==> config.mk <==
export PLATFORM = sky130hd
export DESIGN_NAME = prog_run_ctrl
export DESIGN_NICKNAME = d
export VERILOG_FILES = /design/src/rtl/prog_ctrl_pkg.sv /design/src/rtl/prog_run_ctrl_stall_timer.sv /design/src/rtl/prog_run_ctrl.sv
export SDC_FILE = /design/constraint.sdc
export NUM_CORES = 1
export LEC_CHECK = 0
export ABC_AREA = 1
export CAP_MARGIN = 25
export CELL_PAD_IN_SITES_DETAIL_PLACEMENT = 0
export CELL_PAD_IN_SITES_GLOBAL_PLACEMENT = 2
export CORE_MARGIN = 2
export CORE_UTILIZATION = 25
export CTS_CLUSTER_DIAMETER = 80
export DETAILED_ROUTE_END_ITERATION = 10
export GPL_TIMING_DRIVEN = 0
export MAX_ROUTING_LAYER = met4
export PLACE_DENSITY_LB_ADDON = 0.25
export SLEW_MARGIN = 20
export SYNTH_ARGS = -nofsm -noshare
export SYNTH_HDL_FRONTEND = slang
export SYNTH_SLANG_ARGS = --single-unit
==> constraint.sdc <==
create_clock -name clk -period 1.46 [get_ports clk]
set_input_delay 0.146 -clock clk [delete_from_list [all_inputs] [get_ports clk]]
set_output_delay 0.146 -clock clk [all_outputs]
set_load 0.05 [all_outputs]
==> src/rtl/prog_ctrl_pkg.sv <==
// Shared definitions for the program run-control block.
//   run_state_t      : run-control FSM state encoding
//   START_ADDR       : program start address table, indexed by program select
//   prog_start_addr(): table lookup that falls back to program 0 for an
//                      out-of-range or unimplemented selection
package prog_ctrl_pkg;

  localparam int DEF_PC_W       = 10;
  localparam int DEF_CYC_W      = 16;
  localparam int NUM_START_ADDR = 3;

  typedef enum logic [2:0] {
    IDLE  = 3'd0,
    ARMED = 3'd1,
    RUN   = 3'd2,
    STALL = 3'd3,
    DONE  = 3'd4
  } run_state_t;

  localparam logic [DEF_PC_W-1:0] START_ADDR [NUM_START_ADDR] = '{10'd0, 10'd128, 10'd256};

  function automatic logic [DEF_PC_W-1:0] prog_start_addr(input logic [1:0] sel,
                                                          input int num_progs);
    logic [DEF_PC_W-1:0] addr;
    addr = START_ADDR[0];
    if (int'(sel) < num_progs) begin
      case (sel)
        2'd1:    addr = START_ADDR[1];
        2'd2:    addr = START_ADDR[2];
        default: addr = START_ADDR[0];
      endcase
    end
    return addr;
  endfunction

endpackage

==> src/rtl/prog_run_ctrl_stall_timer.sv <==
// Loadable down-counter used to time PC freeze periods.
//   clk, rst_n  : clock, async active-low reset
//   i_load      : load i_load_val (wins over decrement)
//   i_load_val  : value to load
//   i_dec       : decrement by one, stops at zero
//   o_zero      : counter currently holds zero
module stall_timer #(
  parameter int W = 3
) (
  input  logic         clk,
  input  logic         rst_n,
  input  logic         i_load,
  input  logic [W-1:0] i_load_val,
  input  logic         i_dec,
  output logic         o_zero
);

  logic [W-1:0] r_count;

  always_ff @(posedge clk or negedge rst_n) begin
    if (!rst_n) begin
      r_count <= '0;
    end else if (i_load) begin
      r_count <= i_load_val;
    end else if (i_dec && (r_count != '0)) begin
      r_count <= r_count - W'(1);
    end
  end

  assign o_zero = (r_count == '0);

endmodule

==> src/rtl/prog_run_ctrl.sv <==
// Run-control sequencer for the program counter: start/run/done handshake,
// start-address load, and PC count gating for stalls, halt and watchdog.
//   Start/ProgSel        : arm while high, run begins on the falling edge
//   Halt/StallReq/StallLen : run-time controls sampled in RUN
//   CountEn/PcLoad/PcLoadAddr : PC controls
//   Ack/Timeout/RunCycles     : completion status and run length
//
// state | meaning
// IDLE  | post-reset, waiting for Start
// ARMED | Start high; PC held at selected start address
// RUN   | PC counting, run cycles accumulate
// STALL | PC frozen for the requested length, cycles still accumulate
// DONE  | halted or timed out; Ack held until next Start
module prog_run_ctrl
  import prog_ctrl_pkg::*;
#(
  parameter int          PC_W       = DEF_PC_W,
  parameter int          NUM_PROGS  = 3,
  parameter int          CYC_W      = DEF_CYC_W,
  parameter int          STALL_W    = 3,
  parameter int unsigned MAX_CYCLES = 32'h0000_FFF0
) (
  input  logic               clk,
  input  logic               rst_n,
  input  logic               Start,
  input  logic [1:0]         ProgSel,
  input  logic               Halt,
  input  logic               StallReq,
  input  logic [STALL_W-1:0] StallLen,
  output logic               CountEn,
  output logic               PcLoad,
  output logic [PC_W-1:0]    PcLoadAddr,
  output logic               Ack,
  output logic               Timeout,
  output logic [CYC_W-1:0]   RunCycles
);

  localparam logic [CYC_W-1:0] WDOG_LAST = CYC_W'(MAX_CYCLES - 1);

  run_state_t         r_state;
  run_state_t         w_state_nxt;
  logic               w_stall_load;
  logic               w_wdog_stop;
  logic               w_wdog;
  logic               w_stall_zero;
  logic [STALL_W-1:0] w_stall_val;
  logic [PC_W-1:0]    r_addr;
  logic [CYC_W-1:0]   r_cycles;
  logic               r_timeout;

  // A zero length still freezes for one cycle.
  assign w_stall_val = (StallLen == '0) ? '0 : StallLen - STALL_W'(1);
  assign w_wdog      = (r_cycles >= WDOG_LAST);

  stall_timer #(.W(STALL_W)) u_stall_timer (
    .clk        (clk),
    .rst_n      (rst_n),
    .i_load     (w_stall_load),
    .i_load_val (w_stall_val),
    .i_dec      (r_state == STALL),
    .o_zero     (w_stall_zero)
  );

  always_ff @(posedge clk or negedge rst_n) begin
    if (!rst_n) r_state <= IDLE;
    else        r_state <= w_state_nxt;
  end

  always_comb begin
    w_state_nxt  = r_state;
    w_stall_load = 1'b0;
    w_wdog_stop  = 1'b0;
    case (r_state)
      IDLE:  if (Start) w_state_nxt = ARMED;
      ARMED: if (!Start) w_state_nxt = RUN;
      RUN: begin
        if (Start) begin
          w_state_nxt = ARMED;
        end else if (Halt) begin
          w_state_nxt = DONE;
        end else if (w_wdog) begin
          w_state_nxt = DONE;
          w_wdog_stop = 1'b1;
        end else if (StallReq) begin
          w_state_nxt  = STALL;
          w_stall_load = 1'b1;
        end
      end
      STALL: begin
        if (Start) begin
          w_state_nxt = ARMED;
        end else if (w_wdog) begin
          w_state_nxt = DONE;
          w_wdog_stop = 1'b1;
        end else if (w_stall_zero) begin
          w_state_nxt = RUN;
        end
      end
      DONE:    if (Start) w_state_nxt = ARMED;
      default: w_state_nxt = IDLE;
    endcase
  end

  always_comb begin
    CountEn = (r_state == RUN);
    PcLoad  = (r_state == ARMED);
    Ack     = (r_state == DONE);
  end

  // Entering or staying in ARMED resamples the address and clears the
  // previous run's status; IDLE is only reachable by reset, so r_addr is
  // already zero there.
  always_ff @(posedge clk or negedge rst_n) begin
    if (!rst_n) begin
      r_addr    <= '0;
      r_cycles  <= '0;
      r_timeout <= 1'b0;
    end else if (w_state_nxt == ARMED) begin
      r_addr    <= PC_W'(prog_start_addr(ProgSel, NUM_PROGS));
      r_cycles  <= '0;
      r_timeout <= 1'b0;
    end else begin
      if ((r_state == RUN) || (r_state == STALL))
        r_cycles <= (&r_cycles) ? r_cycles : r_cycles + CYC_W'(1);
      if (w_wdog_stop)
        r_timeout <= 1'b1;
    end
  end

  assign PcLoadAddr = r_addr;
  assign Timeout    = r_timeout;
  assign RunCycles  = r_cycles;

endmodule
==> results.json, run 1 <==
{
  "holdCritPathClass": "in -> async",
  "drv_slew": 0,
  "min_period_ps": 1640,
  "fin_util_pct": 38.0,
  "num_io_pins": 40,
  "intPower_uw": 1650,
  "gp_congestion": 0.721,
  "h-tree-depth": 1,
  "cpMaxStageDelayCell": "dfrtp_2",
  "critPathMaxStageDelay_ps": 440,
  "diodes": 0,
  "worstSetupPathDepth": 11,
  "drive_above_1_share_pct": 35.9,
  "portBuffers": 31,
  "core_area_mm2": 0.00676,
  "switching_share_pct": 42.0,
  "clock-root-buffer": "clkbuf_8",
  "crit_family": "simple AND/OR/NAND/NOR gates",
  "totalWireLength_um": 4310,
  "firstDrtPassIters": 4,
  "hold_ws_ps": 401,
  "start_util_pct": 25.7,
  "routedWlPerCell_um": 11.3,
  "cts_tree": "yes",
  "synth.area.top_cells": "dfrtp_1 36%, nand2_1 12%, inv_1 7.6%, nor2_1 5.6%, nand3_1 4.3%",
  "synthCells": 233,
  "netlist_area_mm2": 0.00174,
  "arrival_ps": 1810,
  "vias": 1574,
  "finalClockSkew_ps": 6.71,
  "worst_setup_path_start_kind": "register",
  "crit_path_max_fanout": 5,
  "ys_seq_area_share_pct": 36.0,
  "clk_pin_slew_ps": 100,
  "peakVddDrop_v": 0.000420,
  "via_per_inst": 4.13,
  "reg2reg_depth": 11,
  "worstPathCellList": "ha_4 > nand3_1 > nand2_1 > nand4_1 > nand2_1 > nand2_2 > nand2_4 > nor2_8 > buf_12 > buf_12 > nor2_2",
  "busiest_layer": "met2",
  "crit_path_end_kind": "register",
  "cts_max_path_buffers": 2,
  "use_met1_pct": 16.0,
  "outcome": "finished, violations left",
  "die_w_um": 87.4,
  "grt_overflow": 0,
  "layout_commonest_cell": "nand2_1",
  "violations": "negative setup slack",
  "clkPwrFrac_pct": 15.7,
  "area_delta_synth_final_pct": 47.7,
  "grt_pass1_vias": 1529,
  "synth_area_leader_cell": "dfrtp_1",
  "ys_types": 29,
  "avgSynthCellArea_um2": 7.46,
  "grt_pass1_wl_um": 7260,
  "required_ps": 1630,
  "synth_top_area_share_pct": 36.0,
  "worst_slack_ps": -175,
  "numCtsBuffers": 3,
  "power_density_mw_per_mm2": 1110,
  "max_freq_mhz": 611,
  "grt_setup_unrepaired": "true",
  "die-area_mm2": 0.00764,
  "worst_pin_slew_ps": 615,
  "hold_viol_final": 0,
  "cts_sinks": 25,
  "grt_util_met3_pct": 2.27,
  "final_nets": 317,
  "finalSetupViolCount": 19,
  "rows": 30,
  "dp_hpwl_um": 2990,
  "antenna_left": 0,
  "timing.slew.headroom_pct": 59.0,
  "p_switching_uw": 1200,
  "die_h_um": 87.4,
  "drt_iter0_markers": 52,
  "comb_power_share_pct": 53.0,
  "grt_max_degree": 26,
  "crit_buf_inv": 2,
  "antenna_found_initial": 0,
  "p_leak_uw": 0.00125,
  "drc": 0,
  "synth.ff_latch_count": 25,
  "final_cell_mix": "47 x nand2_1, 34 x inv_1, 28 x buf_4",
  "path_class": "reg -> reg",
  "finalCritPeriodShare_pct": 112,
  "cap_viol_max_count": 0,
  "clock_latency_ps": 280,
  "grt_usage_pct": 12.5,
  "yosys_warnings": 0,
  "use_met2_pct": 21.1,
  "power_frac_seq_pct": 31.3
}
[Yosys cell counts]
cell type and instances:
a211oi_1 1, a21oi_1 3, a21oi_4 1, buf_12 1
buf_4 9, clkinv_1 1, conb_1 1, dfrtp_1 25
ha_1 5, inv_1 35, inv_2 3, nand2_1 54
nand2_2 4, nand2_4 2, nand3_1 15, nand3_2 1
nand3_4 1, nand4_1 7, nor2_1 26, nor2_2 12
nor2_4 3, nor2_8 1, nor3_1 3, o211ai_1 1
o21ai_0 6, o21ai_1 1, o21bai_1 2, xnor2_1 1
xor2_1 8
[state kept, by name (all words and copies together) (netlist names)]
| name | flops |
|---|---|
| r_state | 3 |
| RunCycles | 16 |
| PcLoadAddr | 2 |
| Timeout | 1 |
| u_stall_timer.r_count | 3 |
[what timing repair did]
| item | in CTS | in global routing |
|---|---|---|
| setup endpoints to repair | 43 | 27 |
| endpoints found under the hold margin | 25 | 0 |
| resized for setup | 55 | 18 |
| cloned | 1 | 0 |
| pin swaps | 7 | 13 |
| setup buffers | 20 | 7 |
| hold buffers | 1 | 0 |
[cell type report]
type	instances	area, µm²
multi-input cells	166	1010
fillers	740	4190
inverters	39	149
plain buffers	10	91.3
flip-flops and latches	25	647
repair buffers	57	527
well taps	80	100
clock inverters	1	7.51
clock buffers	3	41.3
[routing by layer]
| layer | up-vias | routed length, µm |
|---|---|---|
| met5 | - | 0 |
| met4 | 0 | 31 |
| met3 | 2 | 146 |
| met2 | 28 | 2070 |
| met1 | 701 | 2060 |
| li1 | 843 | - |
[per-stage QoR]
stage	cells	power, µW	setup WS, ps	TNS (ps)	instance area [µm²]
floorplan	240	1750	-265	-4190	1820
global placement	351	2070	-331	-12280	2230
detailed placement	351	2060	-334	-5500	2230
CTS	376	2890	-227	-4010	2510
global route	381	3040	-289	-5110	2570
finish	381	2850	-175	-2910	2570
[power by group through the flow]
| stage | Sequential [µW] | Clock (µW) | Combinational (µW) |
|---|---|---|---|
| final | 892 | 448 | 1510 |
| after global routing | 912 | 491 | 1640 |
| after CTS | 889 | 468 | 1530 |
| after detailed placement | 922 | 0 | 1140 |
| after global placement | 919 | 0 | 1150 |
| after floorplan | 1040 | 0 | 714 |
[kinds of logic after synthesis]
group,share of synthesized area (%)
and+or+nand+nor,36.7
DFF,36.0
AOI/OAI and AO/OA,5.54
buffers and inverters,13.5
xor gates and xnor gates,4.53
adders and majority gates,3.60
other,0.216
[path summary, 6_finish.rpt]
path                                           start                                   end  slack, ps
min reg2reg                PcLoadAddr[8]$_DFFE_PN0N_             PcLoadAddr[8]$_DFFE_PN0N_        480
min in group clk           PcLoadAddr[8]$_DFFE_PN0N_             PcLoadAddr[8]$_DFFE_PN0N_        480
min                                            rst_n  u_stall_timer.r_count[0]$_DFFE_PN0P_        400
max reg2reg                 RunCycles[0]$_DFFE_PN0P_             RunCycles[10]$_DFFE_PN0P_       -180
max in group asynchronous                      rst_n             RunCycles[10]$_DFFE_PN0P_        620
max                         RunCycles[0]$_DFFE_PN0P_             RunCycles[10]$_DFFE_PN0P_       -180
(Power assumes the default switching activity.)
==> run 2: changes to the inputs <==
Settings changed: ABC_CLOCK_PERIOD_IN_PS set to 1460, CORE_ASPECT_RATIO set to 0.8, SETUP_SLACK_MARGIN set to 0.5.
==> run 2 against run 1 <==
  * The flow still finishes with violations (negative setup slack)
  * Worst hold slack worse by 60 ps
  * Total power up 4.8%
  * Setup slack worse by 57 ps
  * First-iteration DRC count down 52%
  * Combinational power up 8%
  * Highest routed layer unchanged
==> results.json, run 2 (synthesis results as in run 1) <==
{
  "outcome": "finished, violations left",
  "violations": "negative setup slack",
  "cts_tree": "yes",
  "totalWireLength_um": 4610,
  "final_cell_count_no_fill": 394,
  "required_ps": 1640,
  "area_delta_synth_final_pct": 65.2,
  "layout_commonest_cell": "nand2_1",
  "arrival_ps": 1870,
  "die_w_um": 97.3,
  "cts_sinks": 25,
  "drt_iter0_markers": 25,
  "finalClockSkew_ps": 3.13,
  "p_leak_uw": 0.00130,
  "clk_pin_slew_ps": 90,
  "peakVddDrop_v": 0.000530,
  "crit_path_end_kind": "register",
  "place_inst": 358,
  "finalCritPeriodShare_pct": 116,
  "grt_max_degree": 26,
  "grt_overflow": 0,
  "power.total_uw": 2990,
  "core_area_mm2": 0.00682,
  "cts_max_path_buffers": 2,
  "antenna_found_initial": 0,
  "grt_setup_unrepaired": "true",
  "worst_slack_ps": -233,
  "drc": 0,
  "diodes": 0,
  "grt_pass1_wl_um": 7470,
  "dp_hpwl_um": 3110,
  "drive_above_1_share_pct": 49.2,
  "hold_viol_final": 0,
  "placed_area_mm2": 0.00225,
  "clock_latency_ps": 280,
  "start_util_pct": 25.5,
  "cap_viol_max_count": 0,
  "numCtsBuffers": 3,
  "vias": 1622,
  "r2r_slack_ps": -230,
  "grt_usage_pct": 12.6,
  "final_area_mm2": 0.00287,
  "min_period_ps": 1690,
  "die-area_mm2": 0.00764,
  "rows": 27,
  "largest_reg_flops": 16,
  "via_per_inst": 4.12,
  "worst_setup_path_start_kind": "register",
  "portBuffers": 31,
  "firstDrtPassIters": 4,
  "num_io_pins": 40,
  "antenna_left": 0,
  "final_cell_mix": "44 x nand2_1, 32 x inv_1, 30 x buf_4",
  "dpl_worst_slack_ps": -319,
  "die_h_um": 78.6,
  "max_freq_mhz": 591,
  "routedWlPerCell_um": 11.7,
  "grt_pass1_vias": 1500,
  "drv_slew": 0,
  "holdCritPathClass": "in -> async",
  "finalSetupViolCount": 20,
  "crit_path_max_fanout": 5,
  "path_class": "reg -> reg",
  "gp_congestion": 0.731,
  "final_nets": 323,
  "h-tree-depth": 1,
  "clock-root-buffer": "clkbuf_8",
  "power_density_mw_per_mm2": 1040
}
[run 2: changes by cell type in the layout (fill, tap and decap cells not counted), moves of 4 or more]
cell,change
dlygate4sd2_1,-17
buf_8,+16
buf_6,+9
nor2_1,-5
xor2_1,-5
nor2_4,+4
[run 2: cell type report]
class	count	area [µm²]
multi-input combinational	166	1150
sequential	25	648
tap	87	109
buffer	10	91.3
fill	708	3950
timing repair buffer	63	681
inverter	39	153
clock buffer	4	45.0
[run 2: metal layers]
| metal | global-route usage, % | up-vias | part of all wire (%) |
|---|---|---|---|
| met5 | - | - | 0 |
| met4 | 2.92 | 0 | 0.78 |
| met3 | 2.76 | 4 | 3.9 |
| met2 | 19.0 | 30 | 45 |
| met1 | 17.5 | 731 | 51 |
| li1 | - | 857 | - |
[run 2: power by group]
part | total, µW | internal (µW) | switching [µW]
registers | 923 | 798 | 125
logic | 1630 | 727 | 901
clock network | 437 | 196 | 241
[run 2: through the flow]
| step | util (%) | TNS [ps] | hold WS (ps) |
|---|---|---|---|
| after floorplan | - | -4200 | -150 |
| after global placement | 33.0 | -12710 | 456 |
| after detailed placement | 32.9 | -5290 | 193 |
| after CTS | 37.8 | -4070 | 434 |
| after global routing | 42.1 | -6230 | 375 |
| final | 42.1 | -3900 | 342 |
[run 2: worst paths after layout]
kind,endpoint,cells past startpoint,start
worst max-delay path,RunCycles[2]$_DFFE_PN0P_,10,RunCycles[0]$_DFFE_PN0P_
worst min-delay path,RunCycles[13]$_DFFE_PN0P_,2,rst_n
worst max register to register,RunCycles[2]$_DFFE_PN0P_,10,RunCycles[0]$_DFFE_PN0P_
worst min register to register,u_stall_timer.r_count[1]$_DFFE_PN0P_,2,u_stall_timer.r_count[1]$_DFFE_PN0P_
max in group asynchronous,RunCycles[0]$_DFFE_PN0P_,2,rst_n
min in group clk,u_stall_timer.r_count[1]$_DFFE_PN0P_,2,u_stall_timer.r_count[1]$_DFFE_PN0P_
[run 2: worst max-delay path, cell delays in order, from the launching register on]
cell and delay, ps:
dfrtp_2 450, ha_4 180, nand2_4 50, nor2_4 150, nand3_4 120, nor2_4 140
nor2_4 70, buf_6 130, nand2_4 90, xor2_4 170, nor2_4 50
[run 2: what timing repair did]
action	4_1_cts	5_1_grt
setup endpoints to repair	47	64
endpoints found under the hold margin	25	0
hold buffers	1	0
setup buffers	15	16
resized for setup	186	45
pin swaps	13	19
==> run 3: changes to the inputs <==
Settings changed: CTS_BUF_LIST set to sky130_fd_sc_hd__clkbuf_8, SLEW_MARGIN 20 to not set, SYNTH_HIERARCHICAL set to 1.
==> run 3 against run 2 <==
  * The flow still finishes with violations (negative setup slack)
  * Sequential power down 4.8%
  * Core utilization up 6.5 points
  * Routed wire length down 14%
==> results.json, run 3 <==
{
  "grt_overflow": 0,
  "clock-root-buffer": "clkbuf_8",
  "ys_seq_area_share_pct": 40.4,
  "grt_usage_pct": 13.0,
  "power.total_uw": 2640,
  "largest_reg_flops": 16,
  "avgSynthCellArea_um2": 7.45,
  "min_period_ps": 1610,
  "synth_common_cells": "46 x nand2_1, 31 x inv_1, 28 x nor2_1, 25 x dfrtp_1, 11 x nand3_1",
  "synth_area_leader_cell": "dfrtp_1",
  "r2r_slack_ps": -150,
  "arrival_ps": 1770,
  "yosys_warnings": 6,
  "synth.ff_latch_count": 25,
  "die-area_mm2": 0.00685,
  "crit_path_end_kind": "register",
  "area_delta_synth_final_pct": 86.4,
  "drt_iter0_markers": 25,
  "reg2reg_from": "RunCycles[0]$_DFFE_PN0P_",
  "final_nets": 310,
  "ys_async_sr_fraction_pct": 100,
  "diodes": 0,
  "die_h_um": 74.4,
  "peakVddDrop_v": 0.000369,
  "clk_pin_slew_ps": 90,
  "totalWireLength_um": 3980,
  "p_leak_uw": 0.00132,
  "timing.slew.headroom_pct": 63.4,
  "drv_slew": 0,
  "num_io_pins": 40,
  "grt_pass1_vias": 1479,
  "start_util_pct": 26.1,
  "firstDrtPassIters": 4,
  "synthCells": 208,
  "finalSetupViolCount": 22,
  "outcome": "finished, violations left",
  "ys.flop_type": "dfrtp_1",
  "finalCritPeriodShare_pct": 110,
  "crit_path_max_fanout": 7,
  "dp_hpwl_um": 2870,
  "layout_commonest_cell": "nand2_1",
  "ys_types": 26,
  "worst_pin_slew_ps": 547,
  "netlist_area_mm2": 0.00155,
  "grt_setup_unrepaired": "true",
  "power_density_mw_per_mm2": 915,
  "worst_setup_path_start_kind": "register",
  "rows": 25,
  "cts_sinks": 25,
  "reg2reg_depth": 8,
  "max_freq_mhz": 623,
  "hold_viol_final": 0,
  "grt_max_degree": 18,
  "vias": 1544,
  "required_ps": 1630,
  "finalClockSkew_ps": 7.09,
  "critPathMaxStageDelay_ps": 450,
  "drc": 0,
  "cts_hold_buffers": 0,
  "gp_congestion": 0.794,
  "path_class": "reg -> reg",
  "cpMaxStageDelayCell": "dfrtp_2",
  "hold_ws_ps": 216,
  "worstPathCellList": "ha_4 > nand2_4 > nor2_4 > nand2_2 > nand2_4 > or2_4 > xor2_2 > nor2_4",
  "synth.area.top_cells": "dfrtp_1 40%, nand2_1 11%, inv_1 7.5%, nor2_1 6.8%, ha_1 4.0%",
  "numCtsBuffers": 3,
  "routedWlPerCell_um": 10.6,
  "clock_latency_ps": 280,
  "timing.rr.end": "RunCycles[10]$_DFFE_PN0P_",
  "yosysMostFrequentCell": "nand2_1",
  "antenna_found_initial": 0,
  "holdCritPathClass": "in -> async",
  "die_w_um": 92.0,
  "synth_top_area_share_pct": 40.4,
  "portBuffers": 31,
  "via_per_inst": 4.12,
  "final_cell_mix": "31 x nand2_1, 28 x buf_6, 26 x buf_4",
  "core_area_mm2": 0.00594,
  "drive_above_1_share_pct": 55.4,
  "antenna_left": 0,
  "cts_tree": "yes",
  "grt_pass1_wl_um": 6830,
  "cts_max_path_buffers": 2,
  "worst_slack_ps": -145,
  "h-tree-depth": 1,
  "cap_viol_max_count": 0,
  "violations": "negative setup slack",
  "synth_edf_count": 0
}
## run 3: changes by cell type in the layout (fill, tap and decap cells not counted), moves of 4 or more
cell / delta
inv_2: +5
nand2_1: -13
buf_4: -4
nor2_2: -5
buf_6: +13
nand3_2: -4
inv_1: -9
## run 3: repair_timing
item | in CTS | in global routing
gates cloned | 0 | 0
resized for setup | 228 | 43
buffers inserted | 22 | 21
pin swaps | 19 | 12
setup endpoints to repair | 47 | 47
## run 3: cells by family after synthesis
logic type	synth area share, %
XOR/XNOR	6.21
AO/OA/AOI/OAI	5.41
flip-flops	40.4
AND/OR/NAND/NOR	30.8
buffers and inverters	13.0
other	0.242
adder cells (fa/ha/maj)	4.04
## run 3: how the worst max path moves through the flow
stage / startpoint / endpoint / slack [ps] / depth (start not counted)
3_3_place_gp: u_stall_timer/r_count[0]$_DFFE_PN0P_ / RunCycles[14]$_DFFE_PN0P_ / -300 / 12
3_5_place_dp: u_stall_timer/r_count[0]$_DFFE_PN0P_ / RunCycles[3]$_DFFE_PN0P_ / -290 / 12
5_1_grt: r_state[2]$_DFF_PN0_ / u_stall_timer/r_count[2]$_DFFE_PN0P_ / -260 / 10
6_report: RunCycles[0]$_DFFE_PN0P_ / RunCycles[10]$_DFFE_PN0P_ / -150 / 8
4_1_cts: RunCycles[0]$_DFFE_PN0P_ / u_stall_timer/r_count[2]$_DFFE_PN0P_ / -150 / 10
2_1_floorplan: r_state[2]$_DFF_PN0_ / RunCycles[14]$_DFFE_PN0P_ / -280 / 11
## run 3: layout make-up
type	instances	area, µm²
inverters	34	140
repair buffers	75	858
fillers	572	3050
clock buffers	3	41.3
flip-flops and latches	25	648
plain buffers	9	80.1
multi-input cells	147	1020
clock inverters	1	3.75
well taps	81	101
## run 3: where the power goes
group | internal [µW] | leakage, µW | switching (µW)
Combinational | 624 | 0.000987 | 717
Sequential | 788 | 0.000308 | 91.0
Clock | 189 | 0.0000269 | 235
## run 3: critical path: cells and delay by family, from the launching register on
family | cells | cell delay (ps)
xor+xnor | 1 | 210
fa+ha+maj | 1 | 180
flops | 1 | 450
simple gates | 6 | 640
## run 3: per-stage QoR
stage / util, % / worst slack (ps) / std cells / instance area, µm² / TNS (ps)
2_1_floorplan: - / -285 / 215 / 1650 / -5260
3_3_place_gp: 34.7 / -302 / 327 / 2060 / -11040
3_5_place_dp: 35.1 / -290 / 328 / 2090 / -5260
4_1_cts: 43.6 / -147 / 354 / 2590 / -2580
5_1_grt: 48.6 / -257 / 375 / 2890 / -5220
6_report: 48.6 / -145 / 375 / 2890 / -2320
## run 3: per-layer routing
layer | vias to the layer above | wire (µm) | track usage (%)
met4 | 0 | 40 | 2.49
met5 | - | 0 | -
met1 | 706 | 2060 | 17.9
met2 | 32 | 1710 | 19.6
met3 | 5 | 167 | 3.14
li1 | 801 | - | -
